===== src/rtl/operand_fetch_unit_pkg.sv =====
// Shared CPU definitions for the operand fetch unit: datapath widths,
// instruction field positions, the hard-wired zero register and FSM states.
package operand_fetch_unit_pkg;

    localparam int CPU_DATA_W = 32;
    localparam int CPU_ADDR_W = 5;
    localparam int INSTR_W    = 32;

    localparam int RS_HI  = 25;
    localparam int RS_LO  = 21;
    localparam int RT_HI  = 20;
    localparam int RT_LO  = 16;
    localparam int RD_HI  = 15;
    localparam int RD_LO  = 11;
    localparam int IMM_HI = 15;
    localparam int IMM_LO = 0;
    localparam int IMM_W  = IMM_HI - IMM_LO + 1;

    localparam logic [CPU_ADDR_W-1:0] ZERO_REG = '0;

    typedef enum logic [1:0] {
        IDLE = 2'd0,
        READ = 2'd1,
        HOLD = 2'd2
    } ofu_state_e;

endpackage


===== src/rtl/ofu_bypass_mux.sv =====
// Per-operand source select: register 0 reads as zero, a matching same-cycle
// write-back wins over the base value, otherwise the base value passes through.
module ofu_bypass_mux
    import operand_fetch_unit_pkg::*;
#(
    parameter int DATA_W = CPU_DATA_W,
    parameter int ADDR_W = CPU_ADDR_W
) (
    input  logic [ADDR_W-1:0] addr,
    input  logic [DATA_W-1:0] rf_data,
    input  logic              wb_en,
    input  logic [ADDR_W-1:0] wb_addr,
    input  logic [DATA_W-1:0] wb_data,
    output logic [DATA_W-1:0] data
);

    // Zero register dominates, then bypass, then the base value
    always_comb begin
        data = rf_data;
        if (addr == ADDR_W'(ZERO_REG)) begin
            data = '0;
        end else if (wb_en && (wb_addr == addr)) begin
            data = wb_data;
        end
    end

endmodule


===== src/rtl/operand_fetch_unit.sv =====
// Operand fetch unit: latches a decoded instruction, reads rs/rt from the
// register file, captures operands with write-back bypass and presents them
// to execute under a valid/ready handshake.
// Build option OFU_FWD_EN: when defined, same-cycle write-backs are forwarded
// in READ and snooped in HOLD; when undefined, a conflicting write-back in
// READ stalls one cycle and the operands are re-read after it commits.
module operand_fetch_unit
    import operand_fetch_unit_pkg::*;
#(
    parameter int DATA_W = CPU_DATA_W,
    parameter int ADDR_W = CPU_ADDR_W
) (
    input  logic              clk,
    input  logic              reset,
    input  logic              in_valid,
    output logic              in_ready,
    input  logic [31:0]       instr,
    output logic [ADDR_W-1:0] rf_rs_addr,
    output logic [ADDR_W-1:0] rf_rt_addr,
    input  logic [DATA_W-1:0] rf_rs_data,
    input  logic [DATA_W-1:0] rf_rt_data,
    input  logic              wb_en,
    input  logic [ADDR_W-1:0] wb_addr,
    input  logic [DATA_W-1:0] wb_data,
    output logic              out_valid,
    input  logic              out_ready,
    output logic [DATA_W-1:0] op_a,
    output logic [DATA_W-1:0] op_b,
    output logic [DATA_W-1:0] imm_ext,
    output logic [ADDR_W-1:0] rt_addr_o,
    output logic [ADDR_W-1:0] rd_addr_o
);

    ofu_state_e                 state;
    logic [INSTR_W-1:0]         instr_q;
    logic [ADDR_W-1:0]          rs;
    logic [ADDR_W-1:0]          rt;
    logic [ADDR_W-1:0]          rd;
    logic signed [IMM_W-1:0]    imm;
    logic                       fwd_en;
    logic [DATA_W-1:0]          fwd_data;
    logic                       stall;
    logic [DATA_W-1:0]          base_a;
    logic [DATA_W-1:0]          base_b;
    logic [DATA_W-1:0]          sel_a;
    logic [DATA_W-1:0]          sel_b;

    function automatic logic [DATA_W-1:0] sign_ext_imm(input logic signed [IMM_W-1:0] v);
        return {{(DATA_W-IMM_W){v[IMM_W-1]}}, v};
    endfunction

    assign rs  = ADDR_W'(instr_q[RS_HI:RS_LO]);
    assign rt  = ADDR_W'(instr_q[RT_HI:RT_LO]);
    assign rd  = ADDR_W'(instr_q[RD_HI:RD_LO]);
    assign imm = instr_q[IMM_HI:IMM_LO];

    assign rf_rs_addr = rs;
    assign rf_rt_addr = rt;

`ifdef OFU_FWD_EN
    assign fwd_en   = wb_en;
    assign fwd_data = wb_data;
    assign stall    = 1'b0;
`else
    // Without a bypass path, a write landing on a source register this cycle
    // means the register file still shows the old value: wait for the commit.
    logic unused_wb_data;
    assign unused_wb_data = ^wb_data;
    assign fwd_en   = 1'b0;
    assign fwd_data = '0;
    assign stall    = wb_en &&
                      (((wb_addr == rs) && (rs != ADDR_W'(ZERO_REG))) ||
                       ((wb_addr == rt) && (rt != ADDR_W'(ZERO_REG))));
`endif

    // In HOLD the base value is the held operand, so the same mux doubles as
    // the write-back snoop; in READ it is the fresh register file data.
    assign base_a = (state == HOLD) ? op_a : rf_rs_data;
    assign base_b = (state == HOLD) ? op_b : rf_rt_data;

    ofu_bypass_mux #(.DATA_W(DATA_W), .ADDR_W(ADDR_W)) u_mux_a (
        .addr    (rs),
        .rf_data (base_a),
        .wb_en   (fwd_en),
        .wb_addr (wb_addr),
        .wb_data (fwd_data),
        .data    (sel_a)
    );

    ofu_bypass_mux #(.DATA_W(DATA_W), .ADDR_W(ADDR_W)) u_mux_b (
        .addr    (rt),
        .rf_data (base_b),
        .wb_en   (fwd_en),
        .wb_addr (wb_addr),
        .wb_data (fwd_data),
        .data    (sel_b)
    );

    // Fetch FSM with registered handshake outputs and operand holding registers
    always_ff @(posedge clk) begin
        if (reset) begin
            state     <= IDLE;
            instr_q   <= '0;
            op_a      <= '0;
            op_b      <= '0;
            imm_ext   <= '0;
            rt_addr_o <= '0;
            rd_addr_o <= '0;
            out_valid <= 1'b0;
            in_ready  <= 1'b1;
        end else begin
            unique case (state)
                IDLE: begin
                    if (in_valid) begin
                        instr_q  <= instr;
                        in_ready <= 1'b0;
                        state    <= READ;
                    end
                end
                READ: begin
                    if (!stall) begin
                        op_a      <= sel_a;
                        op_b      <= sel_b;
                        imm_ext   <= sign_ext_imm(imm);
                        rt_addr_o <= rt;
                        rd_addr_o <= rd;
                        out_valid <= 1'b1;
                        state     <= HOLD;
                    end
                end
                HOLD: begin
                    op_a <= sel_a;
                    op_b <= sel_b;
                    if (out_ready) begin
                        out_valid <= 1'b0;
                        in_ready  <= 1'b1;
                        state     <= IDLE;
                    end
                end
                default: begin
                    out_valid <= 1'b0;
                    in_ready  <= 1'b1;
                    state     <= IDLE;
                end
            endcase
        end
    end

endmodule


===== config.mk =====
export PLATFORM = sky130hd
export DESIGN_NAME = operand_fetch_unit
export DESIGN_NICKNAME = d
export VERILOG_FILES = /design/src/rtl/operand_fetch_unit_pkg.sv /design/src/rtl/ofu_bypass_mux.sv /design/src/rtl/operand_fetch_unit.sv
export SDC_FILE = /design/constraint.sdc
export NUM_CORES = 1
export LEC_CHECK = 0
export ABC_CLOCK_PERIOD_IN_PS = 6400
export BUFFER_PORTS_ARGS = -buffer_cell sky130_fd_sc_hd__buf_2
export CORE_MARGIN = 2
export CORE_UTILIZATION = 40
export CTS_CLUSTER_DIAMETER = 40
export CTS_CLUSTER_SIZE = 16
export DETAILED_ROUTE_END_ITERATION = 12
export PLACE_DENSITY = 0.76
export SETUP_SLACK_MARGIN = 0.15
export SLEW_MARGIN = 10
export SYNTH_ARGS = -nofsm -noshare
export SYNTH_HDL_FRONTEND = slang
export SYNTH_SLANG_ARGS = --single-unit

===== constraint.sdc =====
create_clock -name clk -period 6.4 [get_ports clk]
set_clock_uncertainty 0.2 [all_clocks]
set_input_delay 0.64 -clock clk [delete_from_list [all_inputs] [get_ports clk]]
set_output_delay 0.64 -clock clk [all_outputs]
set_load 0.1 [all_outputs]

# Yosys cells after proc, flatten, opt, wreduce, memory -nomap -nowiden
# Cells that the tools add are included.
# word_totals
reg_bits,120
input_bits,138
output_inout_bits,118
wordCells,53
# op_classes
n_eq_ne,7
muxes,18
bitwise_logic,3
n_reduce_logical,16
# ops
cell,count
2-to-1 mux 32 bit,6
case mux 32 bit (2 select lines),2
equality test 5 bit,2
logical NOT 5 bit,2
nonzero test 5 bit,2
AND reduction 3 bit,3
2-to-1 mux 2 bit,3
!= test 2 bit (second input constant),3
case mux 1 bit (3 select lines),2
case mux 2 bit (3 select lines),1
AND reduction 2 bit,3
2-to-1 mux 1 bit,4
logical AND 1 bit,3
NOT 1 bit,3
equality test 2 x 1 -> 1 bit (second input constant),1
equality test 2 bit (second input constant),1
logical NOT 2 bit,1
nonzero test 2 bit,1
logical OR 1 bit,1

# Longest topological paths before layout
# Gate-level depths: netlist (run 1).
# logic_depth
ltp_word,6
mapped_depth,8
depth_no_buf,5

# Modules after synthesis
# A second synthesis (run 1) with hierarchy kept.
# unflattened
hier_cells,1009
area_unflattened_um2,7392.1
# modules_own_cells
module,instances,cells_per_inst,area_per_inst_um2,seq_area_each_um2
operand_fetch_unit,1,763,6100.9,2302.2
ofu_bypass_mux,2,123,645.6,0.0

# Least setup slack after synthesis (run 1)
# No wires, ideal clock.
# synth_timing
path_type,flip-flop to output port
startpoint,register imm_ext[15] (netlist name)
endpoint,output imm_ext[16]
arrival_ps,1662
required_ps,5560
slack_ps,3898
path_stages_with_launch,2
path_buffers,1
path_cell_list,dfxtp_1 > buf_4
# synth_lines
item,line_no,text
to (decl),operand_fetch_unit.sv:29,"output logic [DATA_W-1:0] imm_ext,"

# Final worst setup path (run 1)
# layout_timing
startpoint,register instr_q[17]
endpoint,register op_a[18]
# layout_between
elab_chain_len,6
elab_cells_between_ends,7
classes_between,2 x eq/ne; 5 x reduce/logical
# layout_rtl
item,line_no,text
from (decl),operand_fetch_unit.sv:35,logic [INSTR_W-1:0] instr_q;
from (signal assigned),operand_fetch_unit.sv:115,instr_q <= instr;
equality test 5 bit / nonzero test 5 bit (equally long branches),n/a,
logical AND 1 bit (*),operand_fetch_unit.sv:73,((wb_addr == rt) && (rt != ADDR_W'(ZERO_REG))));
logical OR 1 bit (*),operand_fetch_unit.sv:72,(((wb_addr == rs) && (rs != ADDR_W'(ZERO_REG))) ||
logical AND 1 bit (*),operand_fetch_unit.sv:71,assign stall = wb_en &&
!= test 2 bit (no source line) (*),n/a,
AND reduction 2 bit (no source line) (*),n/a,
to (signal assigned),operand_fetch_unit.sv:122,op_a <= sel_a;
to (signal assigned),operand_fetch_unit.sv:132,op_a <= sel_a;
to (decl),operand_fetch_unit.sv:27,"output logic [DATA_W-1:0] op_a,"
# Mark *: on every way between the ends. The rest lies on a longest branch, timed or not.
# A chain may end at the register's enable or synchronous reset.

==> out/metrics.cfg, run 1 <==
[floorplanning]
initial_core_util_pct=41.06
die_x_um=115.0
dieHeight_um=115.0
ios=256
die_area_um2=13240
core-area_um2=12010
rows=40

[power]
pwr-share-seq_pct=36.8
p_total_mw=2.092
p_switching_mw=0.6450
clkPwrFrac_pct=43.6
p_leak_nw=2.929
p_sw_share_pct=30.83
pwr_density_cell_nw_per_um2=325.5
vdd_ir_drop_max_uv=240.6
power.internal_mw=1.447
p_comb_share_pct=19.6

[synthesis]
synth_cells=553
synthArstFlopShare_pct=0
synth-seq-cells=115
post_synth_num_cell_types=28
synth_top_area_share_pct=46.68
synth_compound_area_share_pct=4.135
synth-main-ff-cell=dfxtp_1
synth_commonest_cells=nand2_1, dfxtp_1, mux2i_1, nand2b_1, buf_4
synthAdderAreaFrac_pct=0
synth_top_family_by_area=simple AND/OR/NAND/NOR gates
synth_seq_area_share_pct=46.68
synth_area_leaders=dfxtp_1, mux2i_1, nand2_1
yosys.area_share.simple_pct=21.08
synth_mux_area_share_pct=17.25
syn-mean-instance-area_um2=8.919
yosysWarningCount=0
synth_top_cell_by_area=dfxtp_1
netlist_area_um2=4932
synthMostInstantiatedCell=nand2_1
synth_edf_count=0
synthXorXnorAreaFrac_pct=1.776
syn_nets=691

[layout]
drive_gt1_share_pct=35.48
fin_area_um2=6427
antenna_cells=0
synthToLayoutAreaGrowth_pct=30.31
final_nets=869
final_util_pct=53.51

[sta]
slew_headroom_pct=31.86
rsz0062_at_grt=false
finalCritPeriodShare_pct=46.41
max_freq_mhz=336.7
finalSetupTns_ps=0
hold_viol=0
slew_violations=0
fin_ws_ps=3430
fin_crit_ps=2970
worst_slew_pin_slew_ps=1022
setup_viol=0

[min_path]
hold_path.class=flop to flop

[drt]
wl_mm=11.27
wl_met2_mm=5.406
routed.top_layer=met4
wire_per_inst_um=12.65
vias=4094
drc=0
postRouteAntennaNets=0
viasPerCell=4.595
wl_met3_um=852
dr.pass1.iters=4
wirelength_met1_mm=4.895
first_iter_violations=174

[place]
gp_congestion=0.7450
io_buffers=217
place_area_um2=5847
detailed_place_hpwl_mm=7.581
place_ws_ps=3424

[clock_network]
clk_path_buf_depth=2
clk_latency_ps=400
post-cts-setup-buffer-count=0
root_buffer=clkbuf_16
clk_pin_slew_ps=50
cts_sinks=115
cts_hold_buf=0
cts_resized=0
cts_tree=yes
cts_buffers=17
htreeDepth=4

[critical_path]
end_kind=flop
critPathMaxFanout=56
path_class=flop to flop
arrival_ps=3090
cp_data_required_time_ps=6520
startpoint_type=flop

[global_routing]
grt_usage_pct=16.93
grt_pass1_wl_mm=17.65
grt_pass1_vias=3791
overflow=0
grt_max_degree=77
antenna_found_initial=0

[outcome]
status=finished clean

[flow_run]
cap_viol_max_count=0

cell type report:
| class | instances | area [µm²] |
|---|---|---|
| flip-flops and latches | 115 | 2302 |
| repair buffers | 225 | 1146 |
| clock buffers | 22 | 474.2 |
| inverters | 2 | 7.507 |
| fillers | 1090 | 5584 |
| clock inverters | 10 | 106.4 |
| well taps | 147 | 183.9 |
| multi-input cells | 370 | 2207 |
worst paths after layout:
| check | cells past startpoint | startpoint | slack (ps) | endpoint |
|---|---|---|---|---|
| hold reg to reg | 2 | op_b[11] | 250 | op_b[11] |
| setup reg to reg | 6 | instr_q[17] | 3430 | op_a[18] |
| hold / removal | 2 | op_b[11] | 250 | op_b[11] |
| setup / recovery | 6 | instr_q[17] | 3430 | op_a[18] |
sequential cells by signal, indices dropped and copies added, names as in the netlist:
signal / cells
op_a: 32
op_b: 32
instr_q: 26
imm_ext: 16
rt_addr_o: 5
state: 2
in_ready: 1
out_valid: 1
placed cells by master (no fill, tap or decap), types with 3 or more instances in the layout:
master / instances
buf_2: 217
nand2_1: 181
dfxtp_1: 115
mux2i_1: 85
nand2b_1: 43
a21oi_1: 26
clkbuf_16: 17
xnor2_1: 8
buf_4: 8
clkinv_2: 6
nor2_2: 4
nand3_1: 3
clkbuf_8: 3
cell families (layout without fill, tap and decap cells):
group                  Yosys count  in the layout
flip-flops                     115            115
AO/OA/AOI/OAI                   35             35
AND/OR/NAND/NOR                240            240
XOR/XNOR                        10             10
multiplexers                    85             85
buffers and inverters           68            259
per-layer routing:
metal | vias up | track usage (%)
met4 | 0 | 5.542
met1 | 1839 | 19.35
met5 | - | 0
li1 | 2110 | -
met2 | 134 | 28.90
met3 | 11 | 6.800
metrics by stage:
stage | cells | hold WS [ps]
floorplan | 553 | 236.8
global placement | 859 | 240.7
detailed placement | 859 | 244.3
CTS | 891 | 252.4
global route | 891 | 253.6
finish | 891 | 248.9
power by group through the flow:
stage / combinational [mW] / sequential (mW) / clock (mW)
final: 0.409 / 0.770 / 0.913
after global routing: 0.433 / 0.773 / 0.967
after CTS: 0.413 / 0.770 / 0.932
after detailed placement: 0.413 / 0.784 / 0
after global placement: 0.411 / 0.783 / 0
after floorplan: 0.194 / 0.929 / 0
critical path, stage by stage (launching register included):
cell and delay (ps):
dfxtp_1 350, or4_1 550, nor2_2 210, nor4b_1 120
a2111oi_4 350, buf_4 740, mux2i_1 290
(Power assumes the default switching activity.)
==> run 2, diff against run 1 <==
--- a/config.mk
+++ b/config.mk
@@ -5,14 +5,15 @@
 export SDC_FILE = /design/constraint.sdc
 export NUM_CORES = 1
 export LEC_CHECK = 0
-export ABC_CLOCK_PERIOD_IN_PS = 6400
+export ABC_AREA = 1
+export ABC_CLOCK_PERIOD_IN_PS = 2400
 export BUFFER_PORTS_ARGS = -buffer_cell sky130_fd_sc_hd__buf_2
 export CORE_MARGIN = 2
 export CORE_UTILIZATION = 40
 export CTS_CLUSTER_DIAMETER = 40
 export CTS_CLUSTER_SIZE = 16
 export DETAILED_ROUTE_END_ITERATION = 12
-export PLACE_DENSITY = 0.76
+export PLACE_DENSITY = 0.78
 export SETUP_SLACK_MARGIN = 0.15
 export SLEW_MARGIN = 10
 export SYNTH_ARGS = -nofsm -noshare
==> constraint.sdc (replaced) <==
create_clock -name clk -period 2.4 [get_ports clk]
set_clock_uncertainty 0.2 [all_clocks]
set_input_delay 0.24 -clock clk [delete_from_list [all_inputs] [get_ports clk]]
set_output_delay 0.24 -clock clk [all_outputs]
set_load 0.1 [all_outputs]
==> out/metrics.cfg, run 2 <==
[floorplanning]
dieHeight_um=118.4
core-area_um2=12720
initial_core_util_pct=41.17
rows=41
ios=256
die_area_um2=14030
die_x_um=118.4

[sta]
finalCritPeriodShare_pct=88.18
fin_ws_ps=283.7
hold_viol=0
rsz0062_at_grt=true
max_freq_mhz=472.5
slew_headroom_pct=29.33
finalSetupTns_ps=0
slew_violations=0
setup_viol=0
fin_crit_ps=2116
worst_slew_pin_slew_ps=1060

[synthesis]
synthMostInstantiatedCell=nand2_1
post_synth_num_cell_types=21
synth-main-ff-cell=dfxtp_1
synth_top_cell_by_area=dfxtp_1
synthArstFlopShare_pct=0
synth_area_leaders=dfxtp_1, nand2_1, a21oi_1
syn_nets=853
syn-mean-instance-area_um2=7.325
yosysWarningCount=0
netlist_area_um2=5238
synth_commonest_cells=nand2_1, dfxtp_1, inv_1, a21oi_1, nand3_1
synth_edf_count=0
synth-seq-cells=115
synth_top_area_share_pct=43.96
synth_cells=715
synth_seq_area_share_pct=43.96

[outcome]
status=finished clean

[place]
gp_congestion=0.8202
place_ws_ps=148.7
io_buffers=217
detailed_place_hpwl_mm=9.412
place_inst=1040

[layout]
final_nets=1117
synthToLayoutAreaGrowth_pct=48.59
multi_input_area_um2=2166
num-fill-cells=1054
final-seq-area_um2=2302
final_common_cell=buf_2
top_regs=op_a: 32 flops, op_b: 32 flops, instr_q: 26 flops
drive_gt1_share_pct=30.95
final_cell_mix=buf_2, nand2_1, dfxtp_1, dlygate4sd3_1, inv_1
fin_cells=1165

[critical_path]
cp_num_buf_inv=3
crit_path_top_delay_cell=inv_1
arrival_ps=2250
critPathMostFrequentCell=inv_1
max_stage_delay_ps=700
path_class=flop to flop
startpoint_type=flop
setup.worst_path.start=instr_q[25]
end_kind=flop
critPathMaxFanout=32
path_delay_family=buffers and inverters
crit_chain=inv_1 -> nand3_1 -> nor2_2 -> inv_1 -> nand2_1 -> inv_1 -> nand3_2 -> a21oi_2
cp_data_required_time_ps=2530
rr_startpoint=instr_q[25]

[flow_run]
cap_viol_max_count=0

[drt]
first_iter_violations=376
wire_per_inst_um=14.15
routed.top_layer=met4
drc=0
wl_met3_um=861
postRouteAntennaNets=0
dr.pass1.iters=5
viasPerCell=4.811
vias=5605
wl_met2_mm=8.118
wirelength_met1_mm=6.608
wl_mm=16.49

[clock_network]
root_buffer=clkbuf_16
cts_sinks=115
clk_latency_ps=420
htreeDepth=4
cts_buffers=17
cts_tree=yes
clk_path_buf_depth=2
clk_pin_slew_ps=60

[power]
p_total_mw=6.455
p_sw_share_pct=34.67
power.internal_mw=4.217
vdd_ir_drop_max_uv=412.2
pwr_density_cell_nw_per_um2=829.5
clkPwrFrac_pct=41.4
p_switching_mw=2.238
p_leak_nw=3.866
p_comb_share_pct=26.0
pwr-share-seq_pct=32.6

[global_routing]
grt_pass1_vias=5460
antenna_found_initial=1
overflow=0
grt_pass1_wl_mm=26.27
grt_usage_pct=23.19
grt_max_degree=89

[min_path]
min-delay-start=wb_en
hold_path.class=input port to flop

==> run 2: layer usage <==
| layer | vias to the layer above | global-route usage, % |
|---|---|---|
| met1 | 2551 | 26.29 |
| met3 | 72 | 6.129 |
| met5 | - | 0 |
| li1 | 2757 | - |
| met2 | 225 | 38.26 |
| met4 | 0 | 15.40 |
==> run 2: worst register-to-register path: stages (launching register included) <==
cell	delay (ps)
dfxtp_1	380
inv_1	70
nand3_1	100
nor2_2	60
inv_1	700
nand2_1	160
inv_1	110
nand3_2	100
a21oi_2	170
==> run 2: what timing repair did <==
action | CTS | global route
endpoints found under the hold margin | 91 | 0
hold buffers | 91 | 0
buffers inserted | 0 | 1
setup endpoints to repair | 22 | 29
pin swaps | 0 | 1
resized for setup | 1 | 1
==> run 2: area by class of cell <==
cell class	instances	area share, %
tap	172	2.765
timing repair buffer	324	27.93
multi-input combinational	442	27.83
inverter	79	3.810
clock buffer	19	5.691
clock inverter	13	2.363
antenna	1	0.03215
sequential	115	29.58
==> run 2: worst paths after layout <==
kind | end | slack (ps) | cells after the start
worst min register to register | op_a[10] | 250 | 2
worst max-delay path | op_a[21] | 280 | 8
worst max register to register | op_a[21] | 280 | 8
worst min-delay path | state[1] | 40 | 4
==> run 2: cells by family (layout without fill, tap and decap cells) <==
logic type                Yosys count  after routing  share of synthesized area (%)
AOI/OAI and AO/OA                 122            122                          13.00
xor gates and xnor gates            9              9                          1.505
buffers and inverters             158            435                          14.84
DFF                               115            115                          43.96
other                               0              1                              0
and+or+nand+nor                   311            311                          26.71
==> run 2: power groups by stage <==
stage	registers (mW)	logic, mW	clock network, mW
final	2.10	1.68	2.67
after global routing	2.12	1.78	2.80
after CTS	2.10	1.66	2.70
after detailed placement	2.14	1.54	0
after global placement	2.14	1.53	0
after floorplan	2.67	0.719	0
==> run 2: metrics by stage <==
stage	hold WS [ps]	utilization [%]	cell area, µm²
after detailed placement	249.3	48.92	6223
final	44.96	61.17	7782
after CTS	6.843	61.06	7769
after global routing	60.80	61.17	7782
after floorplan	206.7	-	5238
after global placement	245.5	48.92	6223
